--- src/rtl/tflipflop_bank_pkg.sv ---
// Shared definitions for the toggle flip-flop bank:
// channel mode codes and burst sequencer states.
package tflipflop_pkg;

    localparam logic [1:0] MODE_DIRECT = 2'b00;
    localparam logic [1:0] MODE_DIV    = 2'b01;
    localparam logic [1:0] MODE_FREE   = 2'b10;
    localparam logic [1:0] MODE_BURST  = 2'b11;

    typedef enum logic [1:0] {
        IDLE = 2'b00,
        RUN  = 2'b01,
        DONE = 2'b10
    } burst_st_e;

endpackage

--- src/rtl/tflipflop_bank_if.sv ---
// Packed per-channel control and status buses of the bank.
// master drives controls, slave is the bank itself.
interface tflipflop_bank_if #(
    parameter int CHANNELS = 4,
    parameter int DIV_W    = 16,
    parameter int CNT_W    = 16
);

    logic [CHANNELS-1:0]       t;
    logic [2*CHANNELS-1:0]     mode;
    logic [DIV_W*CHANNELS-1:0] div;
    logic [CNT_W*CHANNELS-1:0] burst;
    logic [CHANNELS-1:0]       start;
    logic [CHANNELS-1:0]       clear;
    logic [CHANNELS-1:0]       q;
    logic [CHANNELS-1:0]       qbar;
    logic [CHANNELS-1:0]       busy;
    logic [CHANNELS-1:0]       done;

    modport master (
        output t, mode, div, burst, start, clear,
        input  q, qbar, busy, done
    );

    modport slave (
        input  t, mode, div, burst, start, clear,
        output q, qbar, busy, done
    );

endinterface

--- src/rtl/tflipflop_chan.sv ---
// One toggle channel: direct, divided, free-running
// and counted-burst toggling of a single q register.
module tflipflop_chan
    import tflipflop_pkg::*;
#(
    parameter int DIV_W = 16,
    parameter int CNT_W = 16
) (
    input  logic             clk,
    input  logic             reset,
    input  logic             t,
    input  logic [1:0]       mode,
    input  logic [DIV_W-1:0] div,
    input  logic [CNT_W-1:0] burst,
    input  logic             start,
    input  logic             clear,
    output logic             q,
    output logic             qbar,
    output logic             busy,
    output logic             done
);

    burst_st_e        state;
    burst_st_e        state_d;
    logic [1:0]       mode_q;
    logic [DIV_W-1:0] presc;
    logic [DIV_W-1:0] presc_d;
    logic [CNT_W-1:0] remaining;
    logic [CNT_W-1:0] remaining_d;
    logic             q_d;
    logic             busy_d;
    logic             done_d;
    logic             hit;

    assign hit  = (presc == div);
    assign qbar = ~q;

    always_ff @(posedge clk or negedge reset) begin
        if (!reset) begin
            state     <= IDLE;
            mode_q    <= MODE_DIRECT;
            presc     <= '0;
            remaining <= '0;
            q         <= 1'b0;
            busy      <= 1'b0;
            done      <= 1'b0;
        end else begin
            state     <= state_d;
            mode_q    <= mode;
            presc     <= presc_d;
            remaining <= remaining_d;
            q         <= q_d;
            busy      <= busy_d;
            done      <= done_d;
        end
    end

    // done is only ever raised on the transition into DONE
    always_comb begin
        state_d     = state;
        presc_d     = presc;
        remaining_d = remaining;
        q_d         = q;
        busy_d      = busy;
        done_d      = 1'b0;
        if (clear) begin
            state_d     = IDLE;
            presc_d     = '0;
            remaining_d = '0;
            q_d         = 1'b0;
            busy_d      = 1'b0;
        end else if (mode != mode_q) begin
            state_d     = IDLE;
            presc_d     = '0;
            remaining_d = '0;
            busy_d      = 1'b0;
        end else begin
            unique case (mode)
                MODE_DIRECT: begin
                    if (t) q_d = ~q;
                end
                MODE_DIV, MODE_FREE: begin
                    if (t) begin
                        if (hit) begin
                            q_d     = ~q;
                            presc_d = '0;
                        end else begin
                            presc_d = presc + 1'b1;
                        end
                    end
                end
                MODE_BURST: begin
                    unique case (state)
                        IDLE: begin
                            if (start) begin
                                if (burst != '0) begin
                                    state_d     = RUN;
                                    busy_d      = 1'b1;
                                    presc_d     = '0;
                                    remaining_d = burst;
                                end else begin
                                    state_d = DONE;
                                    done_d  = 1'b1;
                                end
                            end
                        end
                        RUN: begin
                            if (hit) begin
                                q_d         = ~q;
                                presc_d     = '0;
                                remaining_d = remaining - 1'b1;
                                if (remaining == CNT_W'(1)) begin
                                    state_d = DONE;
                                    busy_d  = 1'b0;
                                    done_d  = 1'b1;
                                end
                            end else begin
                                presc_d = presc + 1'b1;
                            end
                        end
                        DONE: begin
                            state_d = IDLE;
                        end
                        default: begin
                            state_d = IDLE;
                        end
                    endcase
                end
            endcase
        end
    end

endmodule

--- src/rtl/tflipflop_bank.sv ---
// Bank of independent toggle channels sharing one clock
// and reset, sliced out of the packed interface buses.
module tflipflop_bank
    import tflipflop_pkg::*;
#(
    parameter int CHANNELS = 4,
    parameter int DIV_W    = 16,
    parameter int CNT_W    = 16
) (
    input  logic             clk,
    input  logic             reset,
    tflipflop_bank_if.slave  bus
);

    for (genvar i = 0; i < CHANNELS; i++) begin : g_ch
        tflipflop_chan #(
            .DIV_W (DIV_W),
            .CNT_W (CNT_W)
        ) u_chan (
            .clk   (clk),
            .reset (reset),
            .t     (bus.t[i]),
            .mode  (bus.mode[2*i +: 2]),
            .div   (bus.div[DIV_W*i +: DIV_W]),
            .burst (bus.burst[CNT_W*i +: CNT_W]),
            .start (bus.start[i]),
            .clear (bus.clear[i]),
            .q     (bus.q[i]),
            .qbar  (bus.qbar[i]),
            .busy  (bus.busy[i]),
            .done  (bus.done[i])
        );
    end

endmodule

--- src/flat_wrapper.sv ---
// flat-port wrapper written by rule: the top's interface ports become plain ports
module tflipflop_bank_flat import tflipflop_pkg::*;
#(
    parameter int CHANNELS = 4,
    parameter int DIV_W    = 16,
    parameter int CNT_W    = 16
)
  (clk, reset, bus_t, bus_mode, bus_div, bus_burst, bus_start, bus_clear, bus_q, bus_qbar, bus_busy, bus_done);
  tflipflop_bank_if #(.CHANNELS(CHANNELS), .DIV_W(DIV_W), .CNT_W(CNT_W)) bus_i ();
  input  logic clk;
  input  logic reset;
  input wire logic [$bits(bus_i.t)-1:0] bus_t;
  input wire logic [$bits(bus_i.mode)-1:0] bus_mode;
  input wire logic [$bits(bus_i.div)-1:0] bus_div;
  input wire logic [$bits(bus_i.burst)-1:0] bus_burst;
  input wire logic [$bits(bus_i.start)-1:0] bus_start;
  input wire logic [$bits(bus_i.clear)-1:0] bus_clear;
  output wire logic [$bits(bus_i.q)-1:0] bus_q;
  output wire logic [$bits(bus_i.qbar)-1:0] bus_qbar;
  output wire logic [$bits(bus_i.busy)-1:0] bus_busy;
  output wire logic [$bits(bus_i.done)-1:0] bus_done;
  assign bus_i.t = bus_t;
  assign bus_i.mode = bus_mode;
  assign bus_i.div = bus_div;
  assign bus_i.burst = bus_burst;
  assign bus_i.start = bus_start;
  assign bus_i.clear = bus_clear;
  assign bus_q = bus_i.q;
  assign bus_qbar = bus_i.qbar;
  assign bus_busy = bus_i.busy;
  assign bus_done = bus_i.done;
  tflipflop_bank #(.CHANNELS(CHANNELS), .DIV_W(DIV_W), .CNT_W(CNT_W)) u_core (.clk(clk), .reset(reset), .bus(bus_i));
endmodule
--- config.mk ---
export PLATFORM = sky130hd
export DESIGN_NAME = tflipflop_bank_flat
export DESIGN_NICKNAME = d
export VERILOG_FILES = /design/src/rtl/tflipflop_bank_pkg.sv /design/src/rtl/tflipflop_bank_if.sv /design/src/rtl/tflipflop_chan.sv /design/src/rtl/tflipflop_bank.sv /design/src/flat_wrapper.sv
export SDC_FILE = /design/constraint.sdc
export NUM_CORES = 1
export LEC_CHECK = 0
export ABC_AREA = 1
export BUFFER_PORTS_ARGS = -buffer_cell sky130_fd_sc_hd__buf_2
export CAP_MARGIN = 0
export CORE_ASPECT_RATIO = 1.1
export CORE_UTILIZATION = 45
export CTS_BUF_LIST = sky130_fd_sc_hd__clkbuf_16
export CTS_CLUSTER_SIZE = 40
export DETAILED_ROUTE_END_ITERATION = 10
export GPL_TIMING_DRIVEN = 0
export PLACE_DENSITY = 0.74
export SYNTH_ARGS = -nofsm -noshare
export SYNTH_HDL_FRONTEND = slang
export SYNTH_HIERARCHICAL = 1
export SYNTH_SLANG_ARGS = --single-unit
--- constraint.sdc ---
create_clock -name clk -period 4.3 [get_ports clk]
set_input_delay 0.215 -clock clk [delete_from_list [all_inputs] [get_ports clk]]
set_output_delay 0.215 -clock clk [all_outputs]
set_load 0.1 [all_outputs]
==> load_flow_metrics.sql, run 1 <==
INSERT INTO impl_metrics (metric_group, metric, value, unit) VALUES
('floorplanning', 'io-pin-count', '166', ''),
('global_route', 'gr-usage-all-layers', '24.9', '%'),
('critical_path', 'critPathMaxFanout', '10', ''),
('logic_synthesis', 'syn-mean-instance-area', '6.32', 'um2'),
('finish', 'register_cell_area_after_layout', '3900', 'um2'),
('placed_design', 'dp.final_hpwl', '27300', 'um'),
('logic_synthesis', 'syn_nets', '2220', ''),
('sta', 'final-hold-violation-count', '0', ''),
('critical_path', 'timing.rr.start', 'u_core/g_ch[2].u_chan/presc[9]$_DFFE_PN0P_', ''),
('power', 'worst_ir_drop_vdd', '186', 'uV'),
('critical_path', 'setup.worst_path.class', 'primary input to flop', ''),
('critical_path', 'critical-path-top-cell-by-count', 'nand2_1', ''),
('finish', 'final_cell_area', '14900', 'um2'),
('clocking', 'cts-htree-levels', '4', ''),
('finish', 'area_delta_synth_final', '15.4', '%'),
('placed_design', 'postPlaceCellArea', '14300', 'um2'),
('clocking', 'tritoncts', 'done', ''),
('critical_path', 'timing.critical_path.slowest_stage_cell', 'dlygate4sd3_1', ''),
('logic_synthesis', 'synth.yosys.seq_area_share', '30.2', '%'),
('sta', 'setup_total_negative_slack', '0', 'ns'),
('logic_synthesis', 'synth_ff_type', 'dfrtp_1', ''),
('sta', 'period_share', '46.0', '%'),
('min_path', 'timing.hold.worst.class', 'primary input to flop', ''),
('drt', 'detailedRoute.firstPassIterationCount', '5', ''),
('global_route', 'first_global_vias', '12800', ''),
('drt', 'drc_violation_total_after_the_first_tritonroute_iteration', '1045', ''),
('finish', 'nNetsFinal', '2414', ''),
('floorplanning', 'fp-row-count', '64', ''),
('min_path', 'hold_path_startpoint', 'bus_start[0]', ''),
('power', 'p_per_area', '287', 'nW/um2'),
('sta', 'slew_headroom', '58.9', '%'),
('placed_design', 'port_buffers', '165', ''),
('logic_synthesis', 'post-synth-top-area-fraction', '30.2', '%'),
('logic_synthesis', 'yosysWarningCount', '6', ''),
('drt', 'detail_routed_net_length_per_standard_cell', '13.7', 'um'),
('logic_synthesis', 'synth-async-reset-ratio', '100', '%'),
('clocking', 'insertion_delay', '0.43', 'ns'),
('logic_synthesis', 'synthDominantAreaCellType', 'dfrtp_1', ''),
('logic_synthesis', 'synthesis.instances', '2046', ''),
('status', 'outcome', 'finished clean', ''),
('sta', 'fin_worst_hold_slack', '0.0579', 'ns'),
('floorplanning', 'floorplan.initialDensity', '46.2', '%'),
('logic_synthesis', 'number_of_synthesized_flops_with_an_enable_pin', '0', ''),
('floorplanning', 'die-area', '29400', 'um2'),
('drt', 'drt-total-wl', '35800', 'um'),
('logic_synthesis', 'synth_area', '12900', 'um2'),
('logic_synthesis', 'yosys_register_bits', '156', ''),
('floorplanning', 'die-height', '180', 'um'),
('clocking', 'numCtsBuffers', '17', ''),
('critical_path', 'timing.critical_path.buf_inv', '5', ''),
('logic_synthesis', 'ys_types', '38', ''),
('clocking', 'cts_root_buffer', 'clkbuf_16', ''),
('sta', 'drv_slew', '0', ''),
('global_route', 'antenna_violations_before_repair', '3', ''),
('clocking', 'cts_repair_resize_count', '0', ''),
('sta', 'grt_setup_unrepaired', 'false', ''),
('global_route', 'largest_net_degree_at_the_start_of_global_routing', '97', ''),
('finish', 'combined_area_of_the_multi_input_logic_cells', '7610', 'um2'),
('sta', 'timing.final.crit_period', '1.98', 'ns'),
('critical_path', 'worstSetupStartpointType', 'primary input', ''),
('drt', 'post_drt_via_cell_ratio', '5.11', ''),
('critical_path', 'crit_required', '4.66', 'ns'),
('power', 'power_leakage', '8.25', 'nW'),
('drt', 'remaining_number_of_nets_flagged_by_the_antenna_check_after_routing', '0', ''),
('logic_synthesis', 'largest_cells_by_area_after_synthesis', 'dfrtp_1 (30%), nand2_1 (22%), nand3_1 (7.2%), nor2_1 (7.0%), inv_1 (6.4%)', ''),
('critical_path', 'cp_top_family', 'buffers and inverters', ''),
('drt', 'drc_violation_count_after_routing', '0', ''),
('sta', 'final.setup_skew', '0.00881', 'ns'),
('floorplanning', 'placeableCoreArea', '28000', 'um2'),
('finish', 'fraction_of_final_layout_cells_with_drive_strength_greater_than_1', '18.1', '%'),
('clocking', 'cts.reportedPaths.clkPinSlew', '0.07', 'ns');
kinds of logic after synthesis:
family / after synthesis / synth area share, %
simple gates: 1322 / 44.0
buf+inv: 327 / 11.0
compound gates: 157 / 8.28
flops: 156 / 30.2
xor+xnor: 60 / 4.24
fa+ha+maj: 24 / 2.32
placed cells by master, fill, tap and decap left out, drive strengths merged:
master	synthesis	final
nand2	772	772
inv	266	275
nor2	259	259
buf	47	213
nand3	190	190
dfrtp	156	156
o21ai	101	101
xor2	42	42
nor3	38	38
nand4	31	31
a21oi	30	30
clkbuf	9	26
ha	24	24
nand3b	20	20
xnor2	18	18
dlygate4sd3	0	9
clkinv	5	9
o211ai	8	8
or2	8	8
o2111ai	6	6
a31oi	4	4
and2	4	4
a211oi	4	4
o21bai	4	4
diode	0	2
bufinv	0	1
clkinvlp	0	1
per-layer routing:
layer | wire length [um] | global-route usage [%] | up-vias
li1 | - | - | 6799
met1 | 16000 | 32.2 | 6156
met2 | 17100 | 41.8 | 355
met3 | 1870 | 3.88 | 53
met4 | 792 | 8.33 | 2
met5 | 13 | 0 | -
repair_timing:
action                     4_1_cts  5_1_grt
hold endpoints to repair        68        0
hold buffers                     9        0
setup endpoints to repair        0        0
report_power, final:
part	switching [mW]	internal, mW
Sequential	0.0650	1.52
Clock	0.707	0.819
Combinational	0.757	0.407
final cells by class:
class / instances / share of cell area, %
multi-input combinational: 1563 / 51.0
clock buffer: 17 / 2.85
buffer: 56 / 2.63
sequential: 156 / 26.2
clock inverter: 15 / 1.01
inverter: 271 / 6.88
tap: 363 / 3.04
antenna: 2 / 0.0335
timing repair buffer: 175 / 6.39
cells in the mapped netlist, types with 6 or more instances:
cell         n
o21ai_2     58
buf_2       20
or2_2        6
nor2_1     240
inv_1      221
clkbuf_1     9
nand3b_1    20
o21ai_0     41
a21oi_1     30
o2111ai_1    6
nand2_1    746
o211ai_1     8
buf_4        6
xnor2_1     15
nand2_2     18
nor3_1      36
nand2_4      8
nor2_4      10
xor2_1      42
dfrtp_1    156
nor2_2       9
nand3_1    186
nand4_1     31
inv_2       45
ha_1        24
buf_6       18
flip-flops by register name, summed over array words and instances (netlist names):
register and count:
u_core/g_ch.u_chan/busy 4, u_core/g_ch.u_chan/q 4, u_core/g_ch.u_chan/remaining 64, u_core/g_ch.u_chan/mode_q 8
u_core/g_ch.u_chan/state 8, u_core/g_ch.u_chan/done 4, u_core/g_ch.u_chan/presc 64
per-stage QoR:
stage / worst slack [ns] / std cells / utilization, % / total power [mW]
6_report: 2.32 / 2618 / 53.3 / 4.28
5_1_grt: 2.15 / 2617 / 53.2 / 4.54
4_1_cts: 2.31 / 2616 / 53.2 / 4.32
3_5_place_dp: 2.41 / 2575 / 50.9 / 2.76
3_3_place_gp: 0.313 / 2574 / 50.7 / 2.73
2_1_floorplan: 2.48 / 2046 / - / 2.42
worst min-delay path: stages:
cell and delay (ns):
buf_2 0.11, nand2_1 0.06, a21oi_1 0.06
worst paths after layout:
path | end | slack (ns) | cells after the start
setup / recovery | u_core/g_ch[1].u_chan/presc[14]$_DFFE_PN0P_ | 2.32 | 12
hold / removal | u_core/g_ch[0].u_chan/done$_DFF_PN0_ | 0.06 | 3
setup reg to reg | u_core/g_ch[2].u_chan/remaining[8]$_DFFE_PN0P_ | 2.36 | 12
hold reg to reg | u_core/g_ch[1].u_chan/presc[15]$_DFFE_PN0P_ | 0.52 | 2
max in group asynchronous | u_core/g_ch[1].u_chan/remaining[14]$_DFFE_PN0P_ | 3.08 | 3
min in group asynchronous | u_core/g_ch[0].u_chan/mode_q[1]$_DFF_PN0_ | 0.32 | 2
Power figures use the tool's default switching activity.
==> run 2: changes to the inputs <==
==> constraint.sdc (replaced) <==
create_clock -name clk -period 2 [get_ports clk]
set_input_delay 0.1 -clock clk [delete_from_list [all_inputs] [get_ports clk]]
set_output_delay 0.1 -clock clk [all_outputs]
set_load 0.1 [all_outputs]
==> run 2 against run 1 <==
First-iteration DRC count is 12% lower; combinational power is 120% higher; clock power is 110% higher; power is 120% higher; utilization is 0.24 points higher; global-route usage hardly changed; highest routed layer unchanged; cell count is 0.19% higher; non-clock buffer count is 4 higher; wire length is 0.29% higher; sequential cell count stayed put; sequential power is 110% higher.
==> load_flow_metrics.sql, run 2 (same netlist as run 1, synthesis figures left out) <==
INSERT INTO impl_metrics (metric_group, metric, value, unit) VALUES
('drt', 'drc_violation_total_after_the_first_tritonroute_iteration', '916', ''),
('flow_run', 'max_cap_violations', '0', ''),
('floorplanning', 'die-area', '29400', 'um2'),
('critical_path', 'cp_top_family', 'simple AND/OR/NAND/NOR gates', ''),
('sta', 'setup_total_negative_slack', '0', 'ns'),
('clocking', 'cts_buffer_depth', '2', ''),
('clocking', 'cts-htree-levels', '4', ''),
('floorplanning', 'fp-row-count', '64', ''),
('drt', 'post_drt_via_cell_ratio', '5.12', ''),
('power', 'p_per_area', '614', 'nW/um2'),
('placed_design', 'dp.final_hpwl', '27300', 'um'),
('drt', 'drc_violation_count_after_routing', '0', ''),
('finish', 'fraction_of_final_layout_cells_with_drive_strength_greater_than_1', '18.4', '%'),
('drt', 'detail_routed_net_length_per_standard_cell', '13.7', 'um'),
('sta', 'transition_time_of_the_tightest_slew_check_pin', '0.616', 'ns'),
('global_route', 'grt_pass1_wl', '59800', 'um'),
('critical_path', 'critical-path-top-cell-by-count', 'nand2_1', ''),
('floorplanning', 'die-height', '180', 'um'),
('sta', 'period_share', '93.8', '%'),
('sta', 'timing.final.crit_period', '1.88', 'ns'),
('power', 'worst_ir_drop_vdd', '403', 'uV'),
('finish', 'instances_no_fill', '2623', ''),
('critical_path', 'critical_path.max_stage_delay', '0.43', 'ns'),
('drt', 'detailedRoute.firstPassIterationCount', '6', ''),
('finish', 'nNetsFinal', '2418', ''),
('critical_path', 'critPathMaxFanout', '10', ''),
('clocking', 'cts_root_buffer', 'clkbuf_16', ''),
('power', 'power_leakage', '8.28', 'nW'),
('clocking', 'tritoncts', 'done', ''),
('clocking', 'insertion_delay', '0.43', 'ns'),
('critical_path', 'crit_required', '2.32', 'ns'),
('finish', 'layout.cells.most_common', 'nand2_1', ''),
('status', 'outcome', 'finished clean', ''),
('sta', 'slew_headroom', '59.0', '%'),
('critical_path', 'crit_path_end_kind', 'flop', ''),
('sta', 'fin_worst_hold_slack', '0.0383', 'ns'),
('finish', 'fillers', '2855', ''),
('clocking', 'numCtsBuffers', '17', ''),
('sta', 'final-hold-violation-count', '0', ''),
('finish', 'mostFrequentLayoutCells', 'nand2_1 (746), nor2_1 (238), inv_1 (221)', ''),
('critical_path', 'timing.critical_path.slowest_stage_cell', 'dfrtp_1', ''),
('clocking', 'cts_num_sinks', '156', ''),
('floorplanning', 'floorplan.initialDensity', '46.2', '%'),
('global_route', 'antenna_violations_before_repair', '3', ''),
('sta', 'final.setup_skew', '0.00920', 'ns'),
('drt', 'remaining_number_of_nets_flagged_by_the_antenna_check_after_routing', '0', ''),
('finish', 'area_delta_synth_final', '15.9', '%'),
('floorplanning', 'die-width', '164', 'um'),
('drt', 'drt-total-wl', '35900', 'um'),
('placed_design', 'dp_cells', '2575', ''),
('critical_path', 'timing.critical_path.cells', 'inv_2 -> nand2_1 -> nand2_1 -> nor2_1 -> nand2_1 -> nor2_4 -> nand2_4 -> nand2_4 -> nand3_4 -> buf_6 -> nand2_1 -> o21ai_2', ''),
('min_path', 'timing.hold.worst.class', 'primary input to flop', ''),
('sta', 'report.final.setup_viol', '0', ''),
('global_route', 'first_global_vias', '12800', ''),
('floorplanning', 'placeableCoreArea', '28000', 'um2'),
('critical_path', 'critical_path_arrival', '2.20', 'ns'),
('sta', 'max_freq', '0.533', 'GHz'),
('global_route', 'gr-total-overflow', '0', ''),
('critical_path', 'setup.worst_path.class', 'flop to flop', ''),
('placed_design', 'port_buffers', '165', ''),
('global_route', 'gr-usage-all-layers', '24.9', '%'),
('placed_design', 'place_congestion', '0.953', ''),
('clocking', 'cts.reportedPaths.clkPinSlew', '0.07', 'ns'),
('critical_path', 'worstSetupStartpointType', 'flop', ''),
('floorplanning', 'io-pin-count', '166', ''),
('finish', 'top_regs', 'u_core/g_ch.u_chan/presc (64), u_core/g_ch.u_chan/remaining (64)', ''),
('global_route', 'largest_net_degree_at_the_start_of_global_routing', '97', ''),
('sta', 'grt_setup_unrepaired', 'false', ''),
('sta', 'drv_slew', '0', ''),
('drt', 'num_vias', '13400', ''),
('critical_path', 'timing.critical_path.buf_inv', '2', ''),
('clocking', 'setup_fix_buffers_added_after_clock_tree_synthesis', '0', '');
[run 2: cell count changes in the layout (fill, tap and decap cells not counted), moves of 2 or more]
cell,previous run,this run
nor3_1,36,34
buf_1,3,1
clkbuf_1,9,7
clkbuf_2,0,4
nor3_2,2,4
nor2_1,240,238
dlygate4sd3_1,9,13
[run 2: final timing paths]
check | start | endpoint | slack, ns | depth (start not counted)
max | u_core/g_ch[2].u_chan/presc[10]$_DFFE_PN0P_ | u_core/g_ch[2].u_chan/remaining[9]$_DFFE_PN0P_ | 0.12 | 12
min | bus_burst[43] | u_core/g_ch[2].u_chan/remaining[11]$_DFFE_PN0P_ | 0.04 | 5
max reg2reg | u_core/g_ch[2].u_chan/presc[10]$_DFFE_PN0P_ | u_core/g_ch[2].u_chan/remaining[9]$_DFFE_PN0P_ | 0.12 | 12
min reg2reg | u_core/g_ch[0].u_chan/remaining[1]$_DFFE_PN0P_ | u_core/g_ch[0].u_chan/remaining[1]$_DFFE_PN0P_ | 0.52 | 2
max in group asynchronous | reset | u_core/g_ch[1].u_chan/remaining[7]$_DFFE_PN0P_ | 0.90 | 3
min in group asynchronous | reset | u_core/g_ch[0].u_chan/mode_q[1]$_DFF_PN0_ | 0.20 | 2
[run 2: layout make-up]
class	instances	area [um2]	share of cell area [%]
antenna	3	7.51	0.0501
buffer	56	398	2.65
clock buffer	17	425	2.84
clock inverter	15	150	1.00
inverter	271	1030	6.85
multi-input combinational	1563	7630	50.9
sequential	156	3900	26.0
tap	363	454	3.03
timing repair buffer	179	993	6.63
[run 2: worst min-delay path, cell delays in order]
cell,delay (ns)
buf_2,0.10
nand2_1,0.06
nand2_1,0.05
nand3_1,0.06
o21ai_1,0.06
[run 2: timing repair]
action                                  CTS  global route
gates resized for setup                   0            11
endpoints found under the hold margin    72             0
hold buffers                             13             0
endpoints found under the setup margin    0            27
[run 2: power by group]
group | total (mW) | internal (mW) | switching [mW]
Combinational | 2.51 | 0.884 | 1.63
Sequential | 3.41 | 3.27 | 0.140
Clock | 3.28 | 1.76 | 1.52
Total | 9.21 | 5.91 | 3.29
[run 2: per-stage QoR]
| step | utilization [%] | setup WS (ns) | total power, mW | area [um2] |
|---|---|---|---|---|
| 3_3_place_gp | 50.7 | -1.87 | 5.87 | 14200 |
| 6_report | 53.5 | 0.124 | 9.21 | 15000 |
| 5_1_grt | 53.5 | 0.00230 | 9.77 | 15000 |
| 4_1_cts | 53.4 | 0.0894 | 9.29 | 15000 |
| 3_5_place_dp | 50.9 | 0.110 | 5.93 | 14300 |
| 2_1_floorplan | - | 0.296 | 5.20 | 12900 |
[run 2: metal layers]
layer | GRT usage, % | up-vias | wire (um)
met5 | 0 | - | 13
met4 | 8.33 | 2 | 857
met3 | 3.88 | 59 | 2010
met2 | 41.8 | 385 | 17100
met1 | 32.2 | 6179 | 15900
li1 | - | 6806 | -
==> run 3: changes to the inputs <==
--- a/config.mk
+++ b/config.mk
@@ -17,5 +17,4 @@
 export PLACE_DENSITY = 0.74
 export SYNTH_ARGS = -nofsm -noshare
 export SYNTH_HDL_FRONTEND = slang
-export SYNTH_HIERARCHICAL = 1
 export SYNTH_SLANG_ARGS = --single-unit
==> run 3 against run 2 <==
Global-route usage down 1.1 points; non-clock buffer count up 9; maximum frequency increased by 1.3%; die area down 4.8%; largest cell class unchanged; via count fell by 5.9%.
==> load_flow_metrics.sql, run 3 <==
INSERT INTO impl_metrics (metric_group, metric, value, unit) VALUES
('sta', 'fin_worst_hold_slack', '0.0313', 'ns'),
('placed_design', 'port_buffers', '165', ''),
('critical_path', 'critPathMaxFanout', '10', ''),
('floorplanning', 'fp-row-count', '63', ''),
('status', 'outcome', 'finished clean', ''),
('global_route', 'gr-total-overflow', '0', ''),
('logic_synthesis', 'synth.yosys.seq_area_share', '31.7', '%'),
('power', 'share_clk_of_total_power', '37.9', '%'),
('logic_synthesis', 'synth_area', '12300', 'um2'),
('sta', 'final.setup_skew', '0.0126', 'ns'),
('floorplanning', 'floorplan.initialDensity', '45.8', '%'),
('clocking', 'cts.reportedPaths.clkPinSlew', '0.07', 'ns'),
('critical_path', 'critical_path_arrival', '2.16', 'ns'),
('sta', 'transition_time_of_the_tightest_slew_check_pin', '0.571', 'ns'),
('finish', 'fraction_of_final_layout_cells_with_drive_strength_greater_than_1', '16.5', '%'),
('drt', 'drc_violation_count_after_routing', '0', ''),
('clocking', 'cts_num_sinks', '156', ''),
('critical_path', 'crit_path_end_kind', 'flop', ''),
('floorplanning', 'die-area', '28000', 'um2'),
('logic_synthesis', 'synth_top_cells_by_count', 'nand2_1 (622), nor2_1 (245), inv_1 (227), dfrtp_1 (156), nand3_1 (149)', ''),
('logic_synthesis', 'yosys_register_bits', '156', ''),
('sta', 'timing.final.crit_period', '1.85', 'ns'),
('power', 'seqPwrFrac', '37.4', '%'),
('power', 'combPwrFrac', '24.7', '%'),
('clocking', 'insertion_delay', '0.43', 'ns'),
('logic_synthesis', 'synthMostInstantiatedCell', 'nand2_1', ''),
('drt', 'post_drt_via_cell_ratio', '5.12', ''),
('global_route', 'largest_net_degree_at_the_start_of_global_routing', '95', ''),
('global_route', 'antenna_violations_before_repair', '7', ''),
('power', 'design_power_total', '9.02', 'mW'),
('placed_design', 'place_congestion', '0.930', ''),
('global_route', 'gr-usage-all-layers', '23.8', '%'),
('finish', 'instances_no_fill', '2469', ''),
('sta', 'drv_slew', '0', ''),
('sta', 'slew_headroom', '61.9', '%'),
('critical_path', 'reg2reg_depth', '10', ''),
('sta', 'max_freq', '0.540', 'GHz'),
('drt', 'drt-total-wl', '32900', 'um'),
('clocking', 'cts_root_buffer', 'clkbuf_16', ''),
('floorplanning', 'die-height', '175', 'um'),
('finish', 'final_cell_area', '14500', 'um2'),
('global_route', 'grt_pass1_wl', '54700', 'um'),
('sta', 'report.final.setup_viol', '0', ''),
('power', 'power_leakage', '7.88', 'nW'),
('power', 'sw_frac_of_total', '32.3', '%'),
('finish', 'layout.cells.most_common', 'nand2_1', ''),
('finish', 'mostFrequentLayoutCells', 'nand2_1 (620), nor2_1 (236), inv_1 (229)', ''),
('sta', 'period_share', '92.6', '%'),
('finish', 'nNetsFinal', '2270', ''),
('min_path', 'min_delay_path_depth', '5', ''),
('clocking', 'cts-htree-levels', '4', ''),
('critical_path', 'setup.worst_path.class', 'flop to flop', ''),
('logic_synthesis', 'ys_types', '47', ''),
('sta', 'setup_slack', '0.147', 'ns'),
('logic_synthesis', 'yosysWarningCount', '0', ''),
('logic_synthesis', 'synth-async-reset-ratio', '100', '%'),
('floorplanning', 'die-width', '160', 'um'),
('drt', 'drc_violation_total_after_the_first_tritonroute_iteration', '871', ''),
('logic_synthesis', 'largest_cells_by_area_after_synthesis', 'dfrtp_1 (32%), nand2_1 (19%), nor2_1 (7.5%), inv_1 (6.9%), nand3_1 (6.1%)', ''),
('placed_design', 'dp.final_hpwl', '24600', 'um'),
('logic_synthesis', 'syn_nets', '2064', ''),
('sta', 'final-hold-violation-count', '0', ''),
('floorplanning', 'io-pin-count', '166', ''),
('logic_synthesis', 'syn-mean-instance-area', '6.51', 'um2'),
('drt', 'detailedRoute.firstPassIterationCount', '5', ''),
('clocking', 'cts_buffer_depth', '2', ''),
('clocking', 'numCtsBuffers', '17', ''),
('power', 'power.switching', '2.91', 'mW'),
('critical_path', 'worstSetupStartpointType', 'flop', ''),
('finish', 'top_regs', 'u_core.g_ch.u_chan.presc (64), u_core.g_ch.u_chan.remaining (64)', ''),
('critical_path', 'critical-path-top-cell-by-count', 'nand2_1', ''),
('placed_design', 'postPlaceCellArea', '13600', 'um2'),
('power', 'worst_ir_drop_vdd', '360', 'uV'),
('placed_design', 'dp_cells', '2413', ''),
('clocking', 'tritoncts', 'done', ''),
('logic_synthesis', 'synth_ff_type', 'dfrtp_1', ''),
('flow_run', 'max_cap_violations', '0', ''),
('power', 'intPower', '6.10', 'mW'),
('logic_synthesis', 'post-synth-top-area-fraction', '31.7', '%'),
('global_route', 'first_global_vias', '11900', ''),
('logic_synthesis', 'synthDominantAreaCellType', 'dfrtp_1', ''),
('drt', 'detail_routed_net_length_per_standard_cell', '13.3', 'um'),
('critical_path', 'critical_path.max_stage_delay', '0.41', 'ns'),
('finish', 'area_delta_synth_final', '17.8', '%'),
('min_path', 'timing.hold.worst.class', 'primary input to flop', ''),
('critical_path', 'timing.critical_path.slowest_stage_cell', 'dfrtp_1', ''),
('critical_path', 'timing.critical_path.cells', 'xor2_1 -> nor2_1 -> nand2_1 -> nor2_2 -> nand2_2 -> nand2_4 -> nand3_4 -> buf_6 -> nand2_1 -> o21ai_2', ''),
('drt', 'remaining_number_of_nets_flagged_by_the_antenna_check_after_routing', '0', ''),
('drt', 'num_vias', '12600', ''),
('critical_path', 'crit_required', '2.31', 'ns'),
('logic_synthesis', 'number_of_synthesized_flops_with_an_enable_pin', '0', ''),
('floorplanning', 'placeableCoreArea', '26900', 'um2'),
('finish', 'fillers', '2668', ''),
('logic_synthesis', 'synthesis.instances', '1890', ''),
('power', 'p_per_area', '622', 'nW/um2'),
('placed_design', 'preCtsSetupSlack', '-0.0181', 'ns');
[run 3: worst max-delay path: cells and delay by family (launching register included)]
family          cells  cell delay (ns)
xor+xnor            1             0.17
buf+inv             1             0.21
compound gates      1             0.05
simple gates        7             0.89
flops               1             0.41
[run 3: layout make-up]
cell class                      instances  area (um2)  area share [%]
Clock buffer                           17         425            2.93
Tap cell                              357         447            3.08
Antenna cell                            4        10.0          0.0690
Inverter                              243         916            6.32
Multi-Input combinational cell       1434        7180            49.5
Sequential cell                       156        3910            27.0
Buffer                                 58         389            2.68
Clock inverter                         14         179            1.23
Timing Repair Buffer                  186        1050            7.21
[run 3: per-layer routing]
layer / part of all wire, % / vias to the layer above / track usage [%]
met5: 0.094 / - / 0
met2: 49 / 395 / 41.1
li1: - / 6383 / -
met4: 3.2 / 6 / 10.8
met3: 5.8 / 74 / 4.46
met1: 42 / 5785 / 28.7
[run 3: worst paths after layout]
check	startpoint	endpoint	slack, ns
min in group asynchronous	reset	u_core.g_ch[0].u_chan.presc[5]$_DFFE_PN0P_	0.21
worst min register to register	u_core.g_ch[0].u_chan.remaining[14]$_DFFE_PN0P_	u_core.g_ch[0].u_chan.remaining[14]$_DFFE_PN0P_	0.48
max in group asynchronous	reset	u_core.g_ch[1].u_chan.presc[2]$_DFFE_PN0P_	0.90
worst min-delay path	bus_burst[30]	u_core.g_ch[1].u_chan.remaining[14]$_DFFE_PN0P_	0.03
worst max register to register	u_core.g_ch[0].u_chan.presc[9]$_DFFE_PN0P_	u_core.g_ch[0].u_chan.remaining[0]$_DFFE_PN0P_	0.15
worst max-delay path	u_core.g_ch[0].u_chan.presc[9]$_DFFE_PN0P_	u_core.g_ch[0].u_chan.remaining[0]$_DFFE_PN0P_	0.15
[run 3: through the flow]
step	util, %	TNS, ns
floorplan	-	0
global placement	50.5	-269.36
detailed placement	50.6	-0.0814
CTS	53.4	0
global route	53.9	-0.00595
finish	53.9	0
[run 3: kinds of logic (layout without fill, tap and decap cells)]
group	Yosys count	count (layout)	share of synthesized area [%]
AND/OR/NAND/NOR	1143	1144	39.7
buffers and inverters	301	518	10.6
AO/OA/AOI/OAI	172	172	8.89
flip-flops	156	156	31.7
XOR/XNOR	94	94	6.69
adder cells (fa/ha/maj)	24	24	2.44
other	0	4	0
[run 3: repair_timing]
item                       4_1_cts  5_1_grt
gates resized for setup          0       29
setup endpoints to repair        9       61
hold endpoints to repair        74        0
cloned                           0        1
hold buffers                    13        0
setup buffers                    2        5
pin swaps                        1        4
[run 3: power by group through the flow]
stage | registers [mW] | clock network (mW) | logic (mW)
floorplan | 3.40 | 0 | 1.54
global placement | 3.43 | 0 | 2.13
detailed placement | 3.43 | 0 | 2.17
CTS | 3.37 | 3.51 | 2.19
global route | 3.39 | 3.63 | 2.49
finish | 3.37 | 3.42 | 2.22
